`src/rtl/lcd_time_writer_pkg.sv`:
```
// Shared constants and enumerations for the HD44780-style clock writer.
// Covers the LCD command bytes, ASCII offsets, main FSM states and nibble-engine phases.
package lcd_time_writer_pkg;

  localparam int CNT_W = 24;

  localparam logic [7:0] CMD_FUNC_SET   = 8'h28;
  localparam logic [7:0] CMD_ENTRY_MODE = 8'h06;
  localparam logic [7:0] CMD_DISP_ON    = 8'h0C;
  localparam logic [7:0] CMD_CLEAR      = 8'h01;
  localparam logic [7:0] CMD_DDRAM_HOME = 8'h80;

  localparam logic [3:0] INIT_NIB_WAKE  = 4'h3;
  localparam logic [3:0] INIT_NIB_4BIT  = 4'h2;

  localparam logic [7:0] ASCII_ZERO     = 8'h30;
  localparam logic [7:0] ASCII_COLON    = 8'h3A;

  localparam int T_SETUP = 2;
  localparam int T_PULSE = 12;
  localparam int T_HOLD  = 2;

  typedef enum logic [2:0] {
    ST_PWR_WAIT,
    ST_INIT,
    ST_CFG,
    ST_CLR_WAIT,
    ST_IDLE,
    ST_WRITE
  } lcd_state_e;

  typedef enum logic [2:0] {
    PH_IDLE,
    PH_SETUP,
    PH_PULSE,
    PH_HOLD,
    PH_GAP
  } nib_phase_e;

  function automatic logic [7:0] ascii_digit(input logic [3:0] d);
    return ASCII_ZERO + {4'h0, d};
  endfunction

endpackage

```
`src/rtl/lcd_time_writer_bin2bcd6.sv`:
```
// Combinational 6-bit binary to two-digit BCD; 60..63 give tens=6, so
// out-of-range inputs display arithmetically rather than being clamped.
module bin2bcd6 (
  input  logic [5:0] bin_i,
  output logic [3:0] tens_o,
  output logic [3:0] units_o
);

  logic [5:0] rem;

  always_comb begin
    tens_o = 4'd0;
    rem    = bin_i;
    if (bin_i >= 6'd60) begin
      tens_o = 4'd6;
      rem    = bin_i - 6'd60;
    end else if (bin_i >= 6'd50) begin
      tens_o = 4'd5;
      rem    = bin_i - 6'd50;
    end else if (bin_i >= 6'd40) begin
      tens_o = 4'd4;
      rem    = bin_i - 6'd40;
    end else if (bin_i >= 6'd30) begin
      tens_o = 4'd3;
      rem    = bin_i - 6'd30;
    end else if (bin_i >= 6'd20) begin
      tens_o = 4'd2;
      rem    = bin_i - 6'd20;
    end else if (bin_i >= 6'd10) begin
      tens_o = 4'd1;
      rem    = bin_i - 6'd10;
    end
    units_o = rem[3:0];
  end

endmodule

```
`src/rtl/lcd_time_writer.sv`:
```
// Drives a 4-bit character LCD: power-on init, configuration, then redraws
// "HH:MM:SS" on request. A nibble engine handles SETUP/PULSE/HOLD/GAP timing.
module lcd_time_writer
  import lcd_time_writer_pkg::*;
#(
  parameter int CLK_HZ  = 50_000_000,
  parameter int T_PWR   = 750000,
  parameter int T_INIT1 = 205000,
  parameter int T_INIT2 = 5000,
  parameter int T_CMD   = 2000,
  parameter int T_CLR   = 82000,
  parameter int T_NIB   = 50
) (
  input  logic        clk,
  input  logic        reset_n,
  input  logic [5:0]  sec,
  input  logic [5:0]  min,
  input  logic [4:0]  hrs,
  input  logic        update,
  output logic        busy,
  output logic [11:8] SF_D,
  output logic        LCD_E,
  output logic        LCD_RS,
  output logic        LCD_RW,
  output logic        SF_CE0,
  output lcd_state_e  dbg_state_o
);

  if (CLK_HZ < 1 || T_PWR < 1 || T_INIT1 < 1 || T_INIT2 < 1 ||
      T_CMD < 1 || T_CLR < 1 || T_NIB < 1) begin : g_bad_param
    $error("lcd_time_writer: CLK_HZ and all timing parameters must be positive");
  end

  localparam logic [CNT_W-1:0] CNT_ONE = CNT_W'(1);

  lcd_state_e       state_q, state_d;
  nib_phase_e       ph_q, ph_d;
  logic [3:0]       step_q, step_d;
  logic [CNT_W-1:0] cnt_q, cnt_d;
  logic [CNT_W-1:0] post_q, post_d;
  logic [7:0]       byte_q, byte_d;
  logic [3:0]       nib_q, nib_d;
  logic             rs_q, rs_d;
  logic             lo_pend_q, lo_pend_d;
  logic             pend_q, pend_d;
  logic [5:0]       sec_q, sec_d, min_q, min_d, hrs_q, hrs_d;

  logic [CNT_W-1:0] cnt_inc, gap_len, job_post;
  logic [7:0]       job_byte;
  logic             job_rs, job_two;
  logic [3:0]       job_cnt;
  lcd_state_e       job_st;
  logic             start, finish, latch;
  logic [3:0]       h_tens, h_units, m_tens, m_units, s_tens, s_units;

  bin2bcd6 u_bcd_hrs (.bin_i(hrs_q), .tens_o(h_tens), .units_o(h_units));
  bin2bcd6 u_bcd_min (.bin_i(min_q), .tens_o(m_tens), .units_o(m_units));
  bin2bcd6 u_bcd_sec (.bin_i(sec_q), .tens_o(s_tens), .units_o(s_units));

  assign cnt_inc = cnt_q + CNT_ONE;
  assign gap_len = lo_pend_q ? CNT_W'(T_NIB) : post_q;
  // The first INIT nibble is launched on the PWR_WAIT expiry cycle itself.
  assign job_st  = (state_q == ST_PWR_WAIT) ? ST_INIT : state_q;

  always_comb begin
    job_byte = 8'h00;
    job_rs   = 1'b0;
    job_two  = 1'b1;
    job_post = CNT_W'(T_CMD);
    job_cnt  = 4'd0;
    unique case (job_st)
      ST_INIT: begin
        job_cnt  = 4'd4;
        job_two  = 1'b0;
        job_byte = (step_q == 4'd3) ? {INIT_NIB_4BIT, 4'h0} : {INIT_NIB_WAKE, 4'h0};
        if (step_q == 4'd0)      job_post = CNT_W'(T_INIT1);
        else if (step_q == 4'd1) job_post = CNT_W'(T_INIT2);
      end
      ST_CFG: begin
        job_cnt = 4'd4;
        case (step_q)
          4'd0:    job_byte = CMD_FUNC_SET;
          4'd1:    job_byte = CMD_ENTRY_MODE;
          4'd2:    job_byte = CMD_DISP_ON;
          default: job_byte = CMD_CLEAR;
        endcase
      end
      ST_WRITE: begin
        job_cnt = 4'd9;
        job_rs  = (step_q != 4'd0);
        case (step_q)
          4'd0:       job_byte = CMD_DDRAM_HOME;
          4'd1:       job_byte = ascii_digit(h_tens);
          4'd2:       job_byte = ascii_digit(h_units);
          4'd3, 4'd6: job_byte = ASCII_COLON;
          4'd4:       job_byte = ascii_digit(m_tens);
          4'd5:       job_byte = ascii_digit(m_units);
          4'd7:       job_byte = ascii_digit(s_tens);
          default:    job_byte = ascii_digit(s_units);
        endcase
      end
      default: ;
    endcase
  end

  // update is a one-cycle strobe with no ready: taken directly in IDLE,
  // otherwise folded into pend_q and served when the current work completes.
  always_comb begin
    state_d   = state_q;
    ph_d      = ph_q;
    step_d    = step_q;
    cnt_d     = cnt_q;
    post_d    = post_q;
    byte_d    = byte_q;
    nib_d     = nib_q;
    rs_d      = rs_q;
    lo_pend_d = lo_pend_q;
    pend_d    = pend_q;
    sec_d     = sec_q;
    min_d     = min_q;
    hrs_d     = hrs_q;
    start     = 1'b0;
    finish    = 1'b0;
    latch     = 1'b0;

    unique case (ph_q)
      PH_IDLE: ;
      PH_SETUP: begin
        cnt_d = cnt_inc;
        if (cnt_inc >= CNT_W'(T_SETUP)) begin
          ph_d  = PH_PULSE;
          cnt_d = '0;
        end
      end
      PH_PULSE: begin
        cnt_d = cnt_inc;
        if (cnt_inc >= CNT_W'(T_PULSE)) begin
          ph_d  = PH_HOLD;
          cnt_d = '0;
        end
      end
      PH_HOLD: begin
        cnt_d = cnt_inc;
        if (cnt_inc >= CNT_W'(T_HOLD)) begin
          ph_d  = PH_GAP;
          cnt_d = '0;
        end
      end
      PH_GAP: begin
        cnt_d = cnt_inc;
        if (cnt_inc >= gap_len) begin
          cnt_d = '0;
          if (lo_pend_q) begin
            nib_d     = byte_q[3:0];
            lo_pend_d = 1'b0;
            ph_d      = PH_SETUP;
          end else begin
            ph_d = PH_IDLE;
          end
        end
      end
      default: ph_d = PH_IDLE;
    endcase

    if (update && state_q != ST_IDLE) pend_d = 1'b1;

    unique case (state_q)
      ST_PWR_WAIT: begin
        cnt_d = cnt_inc;
        if (cnt_inc >= CNT_W'(T_PWR)) begin
          state_d = ST_INIT;
          step_d  = 4'd1;
          start   = 1'b1;
        end
      end
      ST_INIT, ST_CFG, ST_WRITE: begin
        if (ph_q == PH_IDLE) begin
          if (step_q < job_cnt) begin
            start  = 1'b1;
            step_d = step_q + 4'd1;
          end else if (state_q == ST_INIT) begin
            state_d = ST_CFG;
            step_d  = 4'd0;
          end else if (state_q == ST_CFG) begin
            state_d = ST_CLR_WAIT;
            step_d  = 4'd0;
            cnt_d   = '0;
          end else begin
            finish = 1'b1;
          end
        end
      end
      ST_CLR_WAIT: begin
        cnt_d = cnt_inc;
        if (cnt_inc >= CNT_W'(T_CLR)) begin
          cnt_d  = '0;
          finish = 1'b1;
        end
      end
      ST_IDLE: begin
        if (update) begin
          latch   = 1'b1;
          state_d = ST_WRITE;
          step_d  = 4'd0;
        end
      end
      default: state_d = ST_PWR_WAIT;
    endcase

    // A pending request chains straight into the next WRITE so busy never dips.
    if (finish) begin
      step_d = 4'd0;
      if (pend_q || update) begin
        latch   = 1'b1;
        pend_d  = 1'b0;
        state_d = ST_WRITE;
      end else begin
        state_d = ST_IDLE;
      end
    end

    if (start) begin
      byte_d    = job_byte;
      nib_d     = job_byte[7:4];
      rs_d      = job_rs;
      lo_pend_d = job_two;
      post_d    = job_post;
      ph_d      = PH_SETUP;
      cnt_d     = '0;
    end

    if (latch) begin
      sec_d = sec;
      min_d = min;
      hrs_d = {1'b0, hrs};
    end
  end

  always_ff @(posedge clk or negedge reset_n) begin
    if (!reset_n) begin
      state_q   <= ST_PWR_WAIT;
      ph_q      <= PH_IDLE;
      step_q    <= 4'd0;
      cnt_q     <= '0;
      post_q    <= '0;
      byte_q    <= 8'h00;
      nib_q     <= 4'h0;
      rs_q      <= 1'b0;
      lo_pend_q <= 1'b0;
      pend_q    <= 1'b0;
      sec_q     <= 6'd0;
      min_q     <= 6'd0;
      hrs_q     <= 6'd0;
    end else begin
      state_q   <= state_d;
      ph_q      <= ph_d;
      step_q    <= step_d;
      cnt_q     <= cnt_d;
      post_q    <= post_d;
      byte_q    <= byte_d;
      nib_q     <= nib_d;
      rs_q      <= rs_d;
      lo_pend_q <= lo_pend_d;
      pend_q    <= pend_d;
      sec_q     <= sec_d;
      min_q     <= min_d;
      hrs_q     <= hrs_d;
    end
  end

  assign LCD_E       = (ph_q == PH_PULSE);
  assign LCD_RS      = rs_q;
  assign SF_D        = nib_q;
  assign LCD_RW      = 1'b0;
  assign SF_CE0      = 1'b1;
  assign busy        = (state_q != ST_IDLE);
  assign dbg_state_o = state_q;

endmodule

```
`config.mk`:
```
export PLATFORM = sky130hd
export DESIGN_NAME = lcd_time_writer
export DESIGN_NICKNAME = d
export VERILOG_FILES = /design/src/rtl/lcd_time_writer_pkg.sv /design/src/rtl/lcd_time_writer_bin2bcd6.sv /design/src/rtl/lcd_time_writer.sv
export SDC_FILE = /design/constraint.sdc
export NUM_CORES = 1
export LEC_CHECK = 0
export BUFFER_PORTS_ARGS = -buffer_cell sky130_fd_sc_hd__buf_2
export CORE_AREA = 2 2 105 107
export CTS_CLUSTER_SIZE = 25
export DETAILED_ROUTE_END_ITERATION = 8
export DIE_AREA = 0 0 107 109
export PLACE_DENSITY = 0.89
export SLEW_MARGIN = 10
export SYNTH_ARGS = -nofsm -noshare
export SYNTH_HDL_FRONTEND = slang
export SYNTH_SLANG_ARGS = --single-unit
```
`constraint.sdc`:
```
create_clock -name clk -period 3.5 [get_ports clk]
set_input_delay 0.525 -clock clk [delete_from_list [all_inputs] [get_ports clk]]
set_output_delay 0.525 -clock clk [all_outputs]
set_load 0.01 [all_outputs]
```
==> results.txt, run 1 <==
The run finished with clean final reports. The logs give 0.00309 uW for the static leakage and 695 for the synthesized instance count. The path type of the worst min-delay path was input port to asynchronous set/reset pin. The final wirelength is 17000 microns.

The number of diodes is 0, and the area of the die is 11700 sq um. The worst-case headroom to the max-slew limit came out at 0.530. The H-tree generated during clock tree synthesis spans 3 levels.

The library cells used most frequently in the layout, excluding fill and tap cells, are dfrtp_1, nand2_1, nor2_1, o21ai_0, buf_4. Setup violations remaining at the end of the flow were counted as 0. The run gives 5 as the count of TritonRoute iterations in the first routing pass.

The most common flop cell mapped by yosys is dfrtp_1. The number of flops mapped to enable cells by yosys was 0. Entering global routing, the biggest net connects 54 pins.

After detailed placement, the total cell area comes to 6360 sq um. Of all nets on the critical path, the largest fanout is 7. TritonCTS built the clock tree. During placement, the flow inserted port buffers numbering 29. The register share of total power was 0.522; the transition time at the pin with the least slew margin was 0.687 ns. Yosys attributes the largest share of cell area to dfrtp_1, ha_1, nand2_1.

After filler insertion, the fill cell instance count of the layout stands at 857. The floorplan step set the die height to 109 microns. Summed over all nets, the switching power comes to 369 uW. The clock passes through at most 2 buffers. The count of nets left with antenna violations once routing finished came out at 0. Data on the critical path is required at its endpoint by 3.78 ns. The tool flagged a number of max-cap violations equal to 0.

The first global-routing pass estimated 27200 microns of wire. The part of the cycle the worst path needs is 0.992, and the post-synthesis instance area is 5930 sq um. The logs give 0 for the residual DRC count and 0 for the overflow left after global routing.

In the final design database the tool counted 801 nets. For the least setup slack across all paths after layout, the log shows 0.0266 ns. In this run the power density over the cells is 224 nW/um^2.

The HPWL after detailed placement is 11900 microns. The distinct cell type count after synthesis was 81; the minimum clock period was 3.47 ns. The congestion estimate from routability-driven global placement came to 0.994.

The depth of the worst register-to-register path came out at 12. Timing analysis after detailed placement gives a worst setup slack of -0.0339 ns. The part of the total power dissipated in the clock network came out at 0.458.

The initial antenna violation count came out at 0. For the share of the yosys chip area belonging to registers, the log shows 0.291. The area growth from synthesis to layout is 14.8%. The internal portion of the total power is 1160 uW. Overall power consumption after layout is estimated at 1520 uW.

The starting utilization of the core area came out at 0.559. The post-detailed-route wirelength per cell is 19.1 microns. For this run, the top clock speed supported by timing is 0.288 GHz. For the worst setup path, the data arrival time is 3.76 ns.

Top cell type's share of synthesized area: 0.291. The overall track demand over capacity in global routing came out at 0.294. Switching power as a share of total power: 0.242.

The run gives 6800 sq um as the final cell area excluding filler cells. The number of vias per cell after detailed routing works out to 6.58. STA classifies the critical path endpoint as a register. Most common library cell in the layout ignoring fill and taps: dfrtp_1.

The worst reg2reg path endpoint was cnt_q[9]. Cell at the root of the clock tree: clkbuf_8. After clock tree synthesis, the clock-pin slew on the worst setup and hold paths is 0.08 ns. Counting the buffers created by CTS gives 9. During I/O placement, the number of pins put on the boundary was 32. Setup repair after global routing could not meet its margin everywhere. The overall via count from detail_route was 5850. The register bit count reported by yosys came out at 69. On the final layout, the worst hold slack is 0.0812 ns. The number of slew-limit violations in the final report was 0; the total nets after synthesis was 752. For the detailed router's first-iteration violation count, the log shows 523. The worst-case register-to-register setup slack is 0.03 ns, and the horizontal extent of the die is 107 microns.

For the row count, the log shows 38. The worst setup path is launched from a register. The library cell with the largest summed area after synthesis is dfrtp_1.

The async set-or-reset flop fraction in the synthesized netlist is 1.00. The final-report hold violation count was 0; the share of final-layout standard cells stronger than drive strength 1 was 0.227. Clock skew on the completed layout was measured at 0.0122 ns.

The mean cell area of the mapped netlist is 8.53 sq um, and the number of standard cells in the layout, taps in and fillers out is 889. The run gives 5613 as the via count of the first global-routing pass. The clock latency reported for the late side of the worst-skew pair was 0.36 ns.

For this design, the sink count on the clock tree is 69. The category of the critical setup timing path was register to register. The worst register-to-register path begins at cnt_q[10]. For the peak supply drop, the log shows 0.174 mV. Combinational cell fraction of total power: 0.019.

The tools report the cell count after placement as 866. The area of the core was 10600 sq um. During synthesis, Yosys emitted a total of 0 warnings.
-- critical path: stages, from the launching register on --
cell,delay [ns]
dfrtp_1,0.51
nand4_1,0.33
nor4_2,0.41
xor2_1,0.28
ha_1,0.32
and4_1,0.17
o311a_1,0.13
o311ai_2,0.31
a32oi_1,0.17
o22ai_2,0.25
buf_6,0.18
a21bo_2,0.23
a21oi_2,0.11
-- synthesized netlist by cell type, drive strengths merged, types with 16 or more instances --
cell     n
dfrtp   69
nand2   66
nor2    54
o21ai   46
a21oi   39
ha      37
inv     30
nand3   24
mux2    22
buf     21
a31oi   20
clkbuf  19
nand4   16
-- power by group through the flow --
stage          registers (uW)  clock network, uW  logic (uW)
2_1_floorplan             813                  0        3.30
3_3_place_gp              812                  0        29.3
3_5_place_dp              812                  0        30.3
4_1_cts                   796                699        30.4
5_1_grt                   796                737        33.9
6_report                  796                699        29.3
-- repair_timing --
action                     in CTS  in global routing
hold buffers                    0                  0
resized for setup               5                 37
cloned                          0                  1
pin swaps                       1                 16
setup endpoints to repair      15                 28
setup buffers                   0                  6
-- how the worst max path moves through the flow --
stage / start / to / depth (start not counted)
after floorplan: cnt_q[1] / cnt_q[3] / 16
after global placement: cnt_q[0] / cnt_q[1] / 14
after detailed placement: cnt_q[0] / cnt_q[17] / 15
after CTS: cnt_q[1] / cnt_q[17] / 15
after global routing: cnt_q[10] / cnt_q[17] / 12
final: cnt_q[10] / cnt_q[9] / 12
-- routing by layer --
| metal | GRT usage | vias to the layer above | part of all wire | routed length, microns |
|---|---|---|---|---|
| li1 | - | 2669 | - | - |
| met1 | 0.355 | 2766 | 0.39 | 6610 |
| met2 | 0.510 | 333 | 0.48 | 8190 |
| met3 | 0.0628 | 82 | 0.084 | 1430 |
| met4 | 0.125 | 0 | 0.043 | 729 |
| met5 | 0 | - | 0 | 0 |
-- cell type report --
type	instances	area, sq um	share of cell area
well taps	140	175	0.0257
repair buffers	78	553	0.0813
flip-flops and latches	69	1730	0.254
inverters	31	116	0.0171
clock buffers	11	141	0.0208
clock inverters	5	60.1	0.00883
multi-input cells	555	4030	0.592
-- cells by family (layout without fill, tap and decap cells) --
family | Yosys count | count (layout) | share of synthesized area
simple gates | 262 | 262 | 0.238
fa+ha+maj | 37 | 37 | 0.0781
xor+xnor | 23 | 23 | 0.0386
flops | 69 | 69 | 0.291
compound gates | 200 | 200 | 0.234
other cells | 2 | 2 | 0.00127
mux | 31 | 31 | 0.0633
buf+inv | 71 | 125 | 0.0551
-- flip-flops by register name (all words and copies together) (netlist names) --
signal / flops
min_q: 6
SF_D: 4
hrs_q: 5
LCD_RS: 1
post_q: 7
dbg_state_o: 3
sec_q: 6
ph_q: 3
step_q: 4
pend_q: 1
lo_pend_q: 1
byte_q: 4
cnt_q: 24
-- through the flow --
| step | utilization | TNS (ns) |
|---|---|---|
| 6_report | 0.642 | 0 |
| 5_1_grt | 0.642 | -0.136 |
| 4_1_cts | 0.621 | 0 |
| 3_5_place_dp | 0.600 | -0.218 |
| 3_3_place_gp | 0.600 | 0 |
| 2_1_floorplan | - | 0 |
No activity file was read; power rests on OpenSTA's default activity.
==> run 2, diff against run 1 <==
--- a/config.mk
+++ b/config.mk
@@ -6,11 +6,13 @@
 export NUM_CORES = 1
 export LEC_CHECK = 0
 export BUFFER_PORTS_ARGS = -buffer_cell sky130_fd_sc_hd__buf_2
-export CORE_AREA = 2 2 105 107
+export CELL_PAD_IN_SITES_DETAIL_PLACEMENT = 1
+export CELL_PAD_IN_SITES_GLOBAL_PLACEMENT = 2
+export CORE_AREA = 2 2 134 136
 export CTS_CLUSTER_SIZE = 25
 export DETAILED_ROUTE_END_ITERATION = 8
-export DIE_AREA = 0 0 107 109
-export PLACE_DENSITY = 0.89
+export DIE_AREA = 0 0 136 138
+export PLACE_DENSITY = 0.88
 export SLEW_MARGIN = 10
 export SYNTH_ARGS = -nofsm -noshare
 export SYNTH_HDL_FRONTEND = slang
==> constraint.sdc (replaced) <==
create_clock -name clk -period 3.05 [get_ports clk]
set_input_delay 0.4575 -clock clk [delete_from_list [all_inputs] [get_ports clk]]
set_output_delay 0.4575 -clock clk [all_outputs]
set_load 0.01 [all_outputs]
==> run 2 against run 1 <==
Effect of this change: the flow now finishes with violations (setup timing); largest cell class unchanged; critical path type unchanged; maximum frequency down 0.33%; count of clock-buffer cells in the layout is 2 lower; routed wire length rose by 36%; register-to-register slack worse by 0.46 ns.
==> results.txt, run 2 (synthesized netlist as in run 1, its figures left out) <==
The routed layout has 6234 vias. The count of TritonRoute iterations in the first routing pass is 5, and the fill cell instance count of the final layout is 2040. The tools report the layout net count as 915. The repair_antennas step left the layout with diodes totalling 0. The checks that failed: setup timing. After detailed routing, the met3 layer carries 753 microns of wire. In the final layout, the registers with the most flip-flops are cnt_q x24, post_q x7. The share of final-layout standard cells stronger than drive strength 1 is 0.375.

The worst-case headroom to the max-slew limit is 0.352, and the peak supply drop is 0.307 mV. For the worst setup path, the data required time is 3.29 ns. In the routed layout, each cell is associated on average with a via count of 5.71. The library cells used most frequently in the layout, excluding fill and tap cells, are buf_4, dfrtp_1, nand2_1, nor2_1, a21oi_1. The number of slew-limit violations in the final report came out at 0. In this run the standard cell core region covers 17500 sq um.

The run gives 0 as the residual DRC count. The tools report the via count of the first global-routing pass as 6581. The cell repeated most along the worst path is ha_4. The detailed router's first-iteration violation count was 261; the final HPWL from detailed placement was 14900 microns. For this block, wires on met1 add up to 9050 microns.

In this run the count of I/O pins placed on the die edge is 32. More flip-flops sit in one register than any other, and that register is cnt_q. The maximum clock skew at final layout is 0.00665 ns, and the horizontal extent of the die is 136 microns.

TritonCTS built the clock tree. The kind of start point of the critical path was a register. Hold repair after CTS inserted 0 buffers. The critical path goes through ha_4 > and4_4 > nand3_2 > and2_4 > or2_4 > ha_4 > o21ai_2 > a31oi_1 > o311a_1 > o311ai_4 > a32oi_1 > o22ai_2 > buf_6 > a21oi_1 > o31ai_1. The number of buffers on the longest clock path came out at 2. Clock tree synthesis selected as its root buffer the cell clkbuf_16. The minimum clock period was 3.48 ns.

Setup repair after global routing could not meet its margin everywhere. The run gives 0 as the final-report hold violation count. For this design the static power due to leakage is 0.00388 uW.

The tool flagged a number of max-cap violations equal to 0. The die covers 18800 sq um. The largest single stage delay on the critical path is 0.46 ns. The congestion estimate from routability-driven global placement came to 0.953. The initialized floorplan defines 49 standard-cell rows.

The die is 138 microns tall. Leaving out filler cells and counting taps, the final layout contains 1092. Clock latency on the worst-skew pair, taken at its later pin, is 0.35 ns. Dividing the detail-routed wire length by the instance count gives 21.1 microns. In this run the remaining antenna-violating nets after routing total 0. Dividing total power by cell area gives a power density of 233 nW/um^2.

STA classifies the critical path endpoint as a register. The run gives 0.338 as the starting utilization of the core area. The critical path is of the register to register type. After clock tree synthesis, the clock-pin slew on the worst setup and hold paths is 0.06 ns. The most common library cell in the layout ignoring fill and taps was buf_4. The area added between synthesis and finish is 41.4%. The part of the cycle the worst path needs works out to 1.14. The transition time at the pin with the least slew margin was 0.972 ns. Overflow left after global routing: 0.

CTS saw 69 sinks. For the critical path data arrival time, the log shows 3.72 ns. The worst hold path belongs to the class input port to asynchronous set/reset pin. Entering global routing, the biggest net connects 70 pins. Setup total negative slack on the finished layout was measured at -11.93 ns. The count of buffers added on input and output ports is 29. Of all nets on the critical path, the largest fanout is 6. Maximum clock frequency: 0.287 GHz.

In this run the number of H-tree levels came out at 3. The number of placed instances, taps included, is 1023. OpenSTA, run right after detailed placement, puts the worst setup slack at -0.489 ns. The flip-flop count of the largest register, all copies and words added was 24.

The final wirelength is 23000 microns. The slowest stage of the critical path is the o311a_1 cell. Overall track demand over capacity in global routing: 0.233. The highest layer touched by signal routing is met4. The initial antenna violation count came out at 0.

The least setup slack across all paths after layout is -0.435 ns. The first-pass GRT wire length came out at 34800 microns. The routed design uses 12300 microns of met2 wire. The total CTS buffers came out at 9. The flow ran to the end, but the final reports show violations. Setup violations remaining at the end of the flow were counted as 49.
-- run 2: cell count changes in the layout (fill, tap and decap cells not counted), sizes merged --
cell,delta
clkbuf,-3
bufinv,-1
buf,+115
clkinv,+3
-- run 2: per-layer routing --
metal  GRT usage  vias up
met1       0.270     3151
met2       0.424      141
met5           0        -
met4      0.0866        0
li1            -     2887
met3      0.0389       55
-- run 2: worst paths after layout --
path,start,end,slack (ns),cells after the start
worst max register to register,cnt_q[1],cnt_q[5],-0.43,15
min in group clk,min[5],min_q[5],0.34,2
max in group asynchronous,reset_n,min_q[3],2.08,1
worst max-delay path,cnt_q[1],cnt_q[5],-0.43,15
worst min-delay path,reset_n,cnt_q[16],0.24,1
worst min register to register,post_q[7],post_q[7],0.47,1
-- run 2: critical path: cells and delay by family, from the launching register on --
family,cells,cell delay [ns]
AND/OR/NAND/NOR,4,0.68
flip-flops,1,0.41
AO/OA/AOI/OAI,8,1.67
adder cells (fa/ha/maj),2,0.41
buffers and inverters,1,0.19
-- run 2: cell type report --
cell class | instances | area, sq um | area share
multi-input cells | 555 | 4440 | 0.529
flip-flops and latches | 69 | 1730 | 0.206
repair buffers | 192 | 1530 | 0.183
well taps | 229 | 287 | 0.0342
clock buffers | 9 | 225 | 0.0269
inverters | 31 | 119 | 0.0142
clock inverters | 7 | 52.6 | 0.00627
-- run 2: power by group --
group	switching (uW)	leakage (uW)	internal (uW)
logic	24.9	0.00281	9.37
clock network	450	0.000135	553
registers	0.0000000000000532	0.000937	915
total	475	0.00388	1480
-- run 2: per-stage QoR --
| stage | cell area [sq um] | hold WS [ns] | util | power [uW] |
|---|---|---|---|---|
| after floorplan | 5990 | 0.162 | - | 936 |
| after global placement | 7030 | 0.459 | 0.401 | 966 |
| after detailed placement | 7030 | 0.461 | 0.401 | 968 |
| after CTS | 7980 | 0.307 | 0.455 | 1970 |
| after global routing | 8380 | 0.328 | 0.478 | 2020 |
| final | 8380 | 0.245 | 0.478 | 1950 |
-- run 2: timing repair --
| action | in CTS | in global routing |
|---|---|---|
| pin swaps | 45 | 35 |
| buffers inserted | 32 | 25 |
| gates cloned | 3 | 0 |
| endpoints found under the setup margin | 61 | 58 |
| gates resized for setup | 82 | 48 |
